### config.mk
export PLATFORM = sky130hd
export DESIGN_NAME = fetch_prefetch_buffer_flat
export DESIGN_NICKNAME = d
export VERILOG_FILES = /design/src/rtl/fetch_prefetch_buffer_if.sv /design/src/rtl/fetch_prefetch_buffer.sv /design/src/flat_wrapper.sv
export SDC_FILE = /design/constraint.sdc
export NUM_CORES = 1
export LEC_CHECK = 0
export ABC_CLOCK_PERIOD_IN_PS = 6400
export CAP_MARGIN = 5
export CORE_MARGIN = 5
export CORE_UTILIZATION = 49
export DETAILED_ROUTE_END_ITERATION = 8
export PLACE_DENSITY = 0.81
export SLEW_MARGIN = 20
export SYNTH_ARGS = -nofsm -noshare
export SYNTH_HDL_FRONTEND = slang
export SYNTH_SLANG_ARGS = --single-unit
export TNS_END_PERCENT = 10
### constraint.sdc
create_clock -name clk -period 6.4 [get_ports clk]
set_clock_uncertainty 0.05 [all_clocks]
set_input_delay 1.28 -clock clk [delete_from_list [all_inputs] [get_ports clk]]
set_output_delay 1.28 -clock clk [all_outputs]
set_load 0.05 [all_outputs]
### src/rtl/fetch_prefetch_buffer_if.sv
// rtl/fetch_prefetch_buffer_if.sv - fetch front-end bus: redirect, core-side head, instruction memory port
interface fetch_prefetch_buffer_if;
    logic        redirect_valid;
    logic [31:0] redirect_pc;
    logic        out_valid;
    logic [31:0] out_pc;
    logic [31:0] out_instr;
    logic        consume;
    logic        mem_req_valid;
    logic        mem_req_ready;
    logic [31:0] mem_req_addr;
    logic        mem_rsp_valid;
    logic [31:0] mem_rsp_data;

    modport master (
        input  redirect_valid, redirect_pc, consume,
        input  mem_req_ready, mem_rsp_valid, mem_rsp_data,
        output out_valid, out_pc, out_instr,
        output mem_req_valid, mem_req_addr
    );

    modport slave (
        output redirect_valid, redirect_pc, consume,
        output mem_req_ready, mem_rsp_valid, mem_rsp_data,
        input  out_valid, out_pc, out_instr,
        input  mem_req_valid, mem_req_addr
    );
endinterface

### src/rtl/fetch_prefetch_buffer.sv
// rtl/fetch_prefetch_buffer.sv - sequential instruction prefetcher with {pc, instr} FIFO and redirect flush
module fetch_prefetch_buffer #(
    parameter int          DEPTH            = 4,
    parameter logic [31:0] PC_START_ADDRESS = 32'h0000_0000
) (
    input  logic                    clk,
    input  logic                    rst,
    fetch_prefetch_buffer_if.master bus
);
    localparam int AW = $clog2(DEPTH);
    localparam int CW = AW + 1;
    localparam logic [CW:0] DEPTH_SLOTS = (CW+1)'(DEPTH);

    typedef logic [CW-1:0] cnt_t;
    typedef logic [AW-1:0] ptr_t;

    logic [31:0] fetch_pc_q, fetch_pc_d;
    logic [31:0] rsp_pc_q, rsp_pc_d;
    cnt_t        count_q, count_d;
    cnt_t        outstanding_q, outstanding_d;
    cnt_t        drop_count_q, drop_count_d;
    ptr_t        rd_ptr_q, rd_ptr_d;
    ptr_t        wr_ptr_q, wr_ptr_d;
    logic [31:0] out_pc_q, out_pc_d;
    logic [31:0] out_instr_q, out_instr_d;

    logic [31:0] fifo_pc_q    [DEPTH];
    logic [31:0] fifo_instr_q [DEPTH];

    logic        req_fire;
    logic        rsp_live;
    logic        push;
    logic        pop;
    logic [CW:0] slots_used;
    cnt_t        count_after_pop;
    logic [31:0] redirect_target;
    logic        redirect_pc_lsb_unused;

    assign redirect_target        = {bus.redirect_pc[31:2], 2'b00};
    assign redirect_pc_lsb_unused = ^bus.redirect_pc[1:0];

    // Buffered entries plus in-flight requests never exceed DEPTH, so every response has a slot.
    assign slots_used        = {1'b0, count_q} + {1'b0, outstanding_q};
    assign bus.mem_req_valid = ~rst & ~bus.redirect_valid & (slots_used < DEPTH_SLOTS);
    assign bus.mem_req_addr  = fetch_pc_q;

    assign req_fire = bus.mem_req_valid & bus.mem_req_ready;
    // A response with nothing outstanding is a protocol violation and is ignored outright.
    assign rsp_live = bus.mem_rsp_valid & (outstanding_q != '0);
    assign push     = rsp_live & (drop_count_q == '0) & ~bus.redirect_valid;
    assign pop      = bus.consume & (count_q != '0) & ~bus.redirect_valid;

    assign count_after_pop = count_q - cnt_t'(pop);

    assign bus.out_valid = (count_q != '0);
    assign bus.out_pc    = out_pc_q;
    assign bus.out_instr = out_instr_q;

    always_comb begin
        fetch_pc_d    = fetch_pc_q;
        rsp_pc_d      = rsp_pc_q;
        count_d       = count_q;
        outstanding_d = outstanding_q + cnt_t'(req_fire) - cnt_t'(rsp_live);
        drop_count_d  = drop_count_q;
        rd_ptr_d      = rd_ptr_q;
        wr_ptr_d      = wr_ptr_q;
        out_pc_d      = 32'h0;
        out_instr_d   = 32'h0;

        if (bus.redirect_valid) begin
            // Every response still in flight after this cycle belongs to the abandoned path.
            fetch_pc_d   = redirect_target;
            rsp_pc_d     = redirect_target;
            drop_count_d = outstanding_q - cnt_t'(rsp_live);
            count_d      = '0;
            rd_ptr_d     = '0;
            wr_ptr_d     = '0;
        end else begin
            if (req_fire) begin
                fetch_pc_d = fetch_pc_q + 32'd4;
            end
            if (rsp_live && (drop_count_q != '0)) begin
                drop_count_d = drop_count_q - cnt_t'(1);
            end
            if (push) begin
                wr_ptr_d = wr_ptr_q + ptr_t'(1);
                rsp_pc_d = rsp_pc_q + 32'd4;
            end
            if (pop) begin
                rd_ptr_d = rd_ptr_q + ptr_t'(1);
            end
            count_d = count_q + cnt_t'(push) - cnt_t'(pop);

            // The head register is loaded with whatever entry sits at the head after this cycle.
            if (count_d == '0) begin
                out_pc_d    = 32'h0;
                out_instr_d = 32'h0;
            end else if (count_after_pop == '0) begin
                out_pc_d    = rsp_pc_q;
                out_instr_d = bus.mem_rsp_data;
            end else begin
                out_pc_d    = fifo_pc_q[rd_ptr_d];
                out_instr_d = fifo_instr_q[rd_ptr_d];
            end
        end
    end

    always_ff @(posedge clk or posedge rst) begin
        if (rst) begin
            fetch_pc_q    <= PC_START_ADDRESS;
            rsp_pc_q      <= PC_START_ADDRESS;
            count_q       <= '0;
            outstanding_q <= '0;
            drop_count_q  <= '0;
            rd_ptr_q      <= '0;
            wr_ptr_q      <= '0;
            out_pc_q      <= 32'h0;
            out_instr_q   <= 32'h0;
        end else begin
            fetch_pc_q    <= fetch_pc_d;
            rsp_pc_q      <= rsp_pc_d;
            count_q       <= count_d;
            outstanding_q <= outstanding_d;
            drop_count_q  <= drop_count_d;
            rd_ptr_q      <= rd_ptr_d;
            wr_ptr_q      <= wr_ptr_d;
            out_pc_q      <= out_pc_d;
            out_instr_q   <= out_instr_d;
        end
    end

    always_ff @(posedge clk) begin
        if (push) begin
            fifo_pc_q[wr_ptr_q]    <= rsp_pc_q;
            fifo_instr_q[wr_ptr_q] <= bus.mem_rsp_data;
        end
    end
endmodule

### src/flat_wrapper.sv
// flat-port wrapper written by rule: the top's interface ports become plain ports
module fetch_prefetch_buffer_flat 
#(
    parameter int          DEPTH            = 4,
    parameter logic [31:0] PC_START_ADDRESS = 32'h0000_0000
)
  (clk, rst, bus_redirect_valid, bus_redirect_pc, bus_consume, bus_mem_req_ready, bus_mem_rsp_valid, bus_mem_rsp_data, bus_out_valid, bus_out_pc, bus_out_instr, bus_mem_req_valid, bus_mem_req_addr);
  fetch_prefetch_buffer_if bus_i ();
  input  logic clk;
  input  logic rst;
  input wire logic [$bits(bus_i.redirect_valid)-1:0] bus_redirect_valid;
  input wire logic [$bits(bus_i.redirect_pc)-1:0] bus_redirect_pc;
  input wire logic [$bits(bus_i.consume)-1:0] bus_consume;
  input wire logic [$bits(bus_i.mem_req_ready)-1:0] bus_mem_req_ready;
  input wire logic [$bits(bus_i.mem_rsp_valid)-1:0] bus_mem_rsp_valid;
  input wire logic [$bits(bus_i.mem_rsp_data)-1:0] bus_mem_rsp_data;
  output wire logic [$bits(bus_i.out_valid)-1:0] bus_out_valid;
  output wire logic [$bits(bus_i.out_pc)-1:0] bus_out_pc;
  output wire logic [$bits(bus_i.out_instr)-1:0] bus_out_instr;
  output wire logic [$bits(bus_i.mem_req_valid)-1:0] bus_mem_req_valid;
  output wire logic [$bits(bus_i.mem_req_addr)-1:0] bus_mem_req_addr;
  assign bus_i.redirect_valid = bus_redirect_valid;
  assign bus_i.redirect_pc = bus_redirect_pc;
  assign bus_i.consume = bus_consume;
  assign bus_i.mem_req_ready = bus_mem_req_ready;
  assign bus_i.mem_rsp_valid = bus_mem_rsp_valid;
  assign bus_i.mem_rsp_data = bus_mem_rsp_data;
  assign bus_out_valid = bus_i.out_valid;
  assign bus_out_pc = bus_i.out_pc;
  assign bus_out_instr = bus_i.out_instr;
  assign bus_mem_req_valid = bus_i.mem_req_valid;
  assign bus_mem_req_addr = bus_i.mem_req_addr;
  fetch_prefetch_buffer #(.DEPTH(DEPTH), .PC_START_ADDRESS(PC_START_ADDRESS)) u_core (.clk(clk), .rst(rst), .bus(bus_i));
endmodule
==> reports/metrics.cfg <==
[global_route]
first_pass_grt_wire_length_um = 72300
maximum_number_of_pins_on_one_net_before_global_route_repair = 94
grt_antenna_before_repair = 0
globalRoute.totalOverflow = 0
first_global_vias = 13200
globalRouteTotalUtil_pct = 23.0

[floorplan]
floorplan.rows = 68
design.portCount = 168
dieArea_sq_um = 39100
die_height_um = 198
initial_utilization_pct = 49.8
design.core.area_sq_um = 34600
die-width_um = 198

[sta]
setup_tns_ns = 0
tightestPinTransition_ns = 1.03
slew_violations = 0
hold_slack_ns = 0.491
slew-limit-headroom_pct = 31.4
report.final.hold_viol_count = 0
rsz0062_at_grt = no
finalSetupViolCount = 0
worst_setup_margin_ns = 1.62
fmaxAchievable_mhz = 209
post-route-period-util_pct = 74.7
finalWorstPathRequiredPeriod_ns = 4.78

[clocking]
clock_tree.buffer_depth = 3
cts.root.buffer_cell = clkbuf_16
clk_latency_ns = 0.53
tritoncts_clock_tree = yes
cts_resized = 0
cts_sinks = 384
clock_tree.htree_level_count = 2
postCtsSetupBuffers = 0
cts-hold-fix-buffers = 0
clkSlewWorstSetupHoldPaths_ns = 0.06
number_of_buffers_created_by_cts = 41

[logic_synthesis]
synth_enable_flop_cells = 248
yosys_warnings = 0
syn_area_per_cell_sq_um = 12.6
ys_types = 60
synth_area_leaders = edfxtp_1 43%, dfrtp_1 20%, mux2_2 4.6%
combined_area_of_all_synthesized_cells_sq_um = 17300
async_reset_ff_share_pct = 35.4
synth_most_common_cell = edfxtp_1
prevailing_post_synth_register_cell = edfxtp_1
postSynthCellCount = 1366
synthTopCellsByCount = 248 x edfxtp_1, 136 x dfrtp_1, 133 x nor3_1, 83 x nor2_1, 71 x mux2_2
yosysTopAreaCellShare_pct = 43.2
synth.yosys.seq_area_share_pct = 62.9
yosysTopAreaCell = edfxtp_1
synth_seq_cells = 384

[placed_design]
dp_hpwl_um = 26300
gp_congestion = 0.827
place_worst_setup_slack_ns = 1.18
placed_area_sq_um = 19100
placement.io_buffers = 163

[setup_path]
crit_path_start_kind = input pin
ff2ff_path_depth = 14
required_ns = 6.81
endpoint_kind = flop
cp_data_arrival_time_ns = 5.19
path_class = in -> reg
critical_path.max_fanout = 45

[drt]
vias_per_cell = 6.59
routed-via-count = 13000
drcViolationCount = 0
routed_wire_per_std_cell_um = 23.7
drt-pass1-iter-count = 6
ant_nets = 0
detailedRoute.firstIterationViolations = 1428
routed_wirelength_um = 46700

[finish]
final_layout_size_suffix_gt1_share_pct = 11.5
multi_input_area_sq_um = 5830
final_nets = 1572
antenna_cells = 0
final_area_sq_um = 20500
n_fill_cell = 2627
ff_latch_area_sq_um = 10900
area_growth_syn_to_layout_pct = 18.6

[status]
outcome = complete, no violations

[worst_hold_path]
worst_hold_path.num_cells = 2
hold_class = reg -> reg

[power_and_ir_drop]
cellPowerDensity_nw_per_um2 = 370
irDropWorstVdd_mv = 0.480
power.total_mw = 7.58
leakage_power_nw = 7.01

[run]
max_cap_viol_count = 0

## logic make-up after synthesis
logic type / share of synthesized area [%]
compound gates: 13.7
xor+xnor: 2.22
fa+ha+maj: 1.46
buf+inv: 3.63
flops: 62.9
mux: 4.87
other cells: 0.0217
simple gates: 11.2
## area by class of cell
cell class | instances | area share, %
clock inverter | 14 | 0.514
inverter | 25 | 0.495
timing repair buffer | 183 | 8.68
tap | 455 | 2.78
sequential | 384 | 53.1
multi-input combinational | 848 | 28.5
clock buffer | 61 | 5.97
## power by group
part	switching (mW)	internal, mW
clock network	0.949	1.36
registers	0.206	2.88
logic	1.43	0.747
total	2.59	4.99
## per-layer routing
metal | routed length, um | global-route usage [%] | share of wire [%] | vias up
met4 | 1140 | 7.47 | 2.4 | 0
met5 | 0 | 0 | 0 | -
met2 | 22100 | 36.7 | 47 | 915
li1 | - | - | - | 5573
met1 | 18400 | 32.8 | 39 | 6396
met3 | 5020 | 3.38 | 11 | 97
## flip-flops by register name, indices dropped and copies added, names as in the netlist
name                     cells
u_core.fifo_instr_q        128
u_core.fifo_pc_q           120
u_core.bus.mem_req_addr     30
u_core.outstanding_q         3
u_core.bus.out_pc           31
u_core.bus.out_instr        32
u_core.count_q               3
u_core.rd_ptr_q              2
u_core.drop_count_q          3
u_core.rsp_pc_q             30
u_core.wr_ptr_q              2
## placed cells by master (no fill, tap or decap), types with 10 or more instances in the layout
cell type and n:
o211ai_1 10, edfxtp_1 248, xnor2_1 24, clkbuf_8 10
mux2_2 71, dfrtp_1 134, o21ai_0 39, nand3_1 29
nand4_1 20, clkdlybuf4s50_1 162, inv_1 22, nor3_1 133
nor2_1 83, o221ai_1 61, and3_1 10, o22ai_1 61
ha_1 17, xor2_1 17, nand2_1 49, clkbuf_16 42
o21ai_1 55, a32o_1 61, buf_4 20
## worst max-delay path, cell delays in order
cell and delay (ns):
clkdlybuf4s50_1 0.57, nand3_4 0.11, inv_4 0.38, ha_1 0.33, inv_1 0.07, ha_1 0.14
inv_1 0.05, fa_1 0.36, xor3_1 0.24, nor3b_2 0.08, nor2_1 0.12, and2_2 0.52
buf_4 0.62, a32o_1 0.28
## path summary, 6_finish.rpt
path                                          from                          end  slack [ns]
setup / recovery                       bus_consume     u_core.bus.out_instr[24]        1.62
setup reg to reg                 u_core.count_q[1]     u_core.bus.out_instr[24]        2.10
max in group asynchronous                      rst  u_core.bus.mem_req_addr[26]        3.72
hold / removal             u_core.fifo_pc_q[2][30]        u_core.bus.out_pc[30]        0.49
min in group asynchronous                      rst         u_core.bus.out_pc[1]        1.31
hold reg to reg            u_core.fifo_pc_q[2][30]        u_core.bus.out_pc[30]        0.49
## through the flow
stage | std cells | util [%]
5_1_grt | 1970 | 59.1
3_3_place_gp | 1895 | 55.2
3_5_place_dp | 1895 | 55.2
6_report | 1970 | 59.1
4_1_cts | 1970 | 59.1
2_1_floorplan | 1368 | -
(Power assumes the default switching activity.)
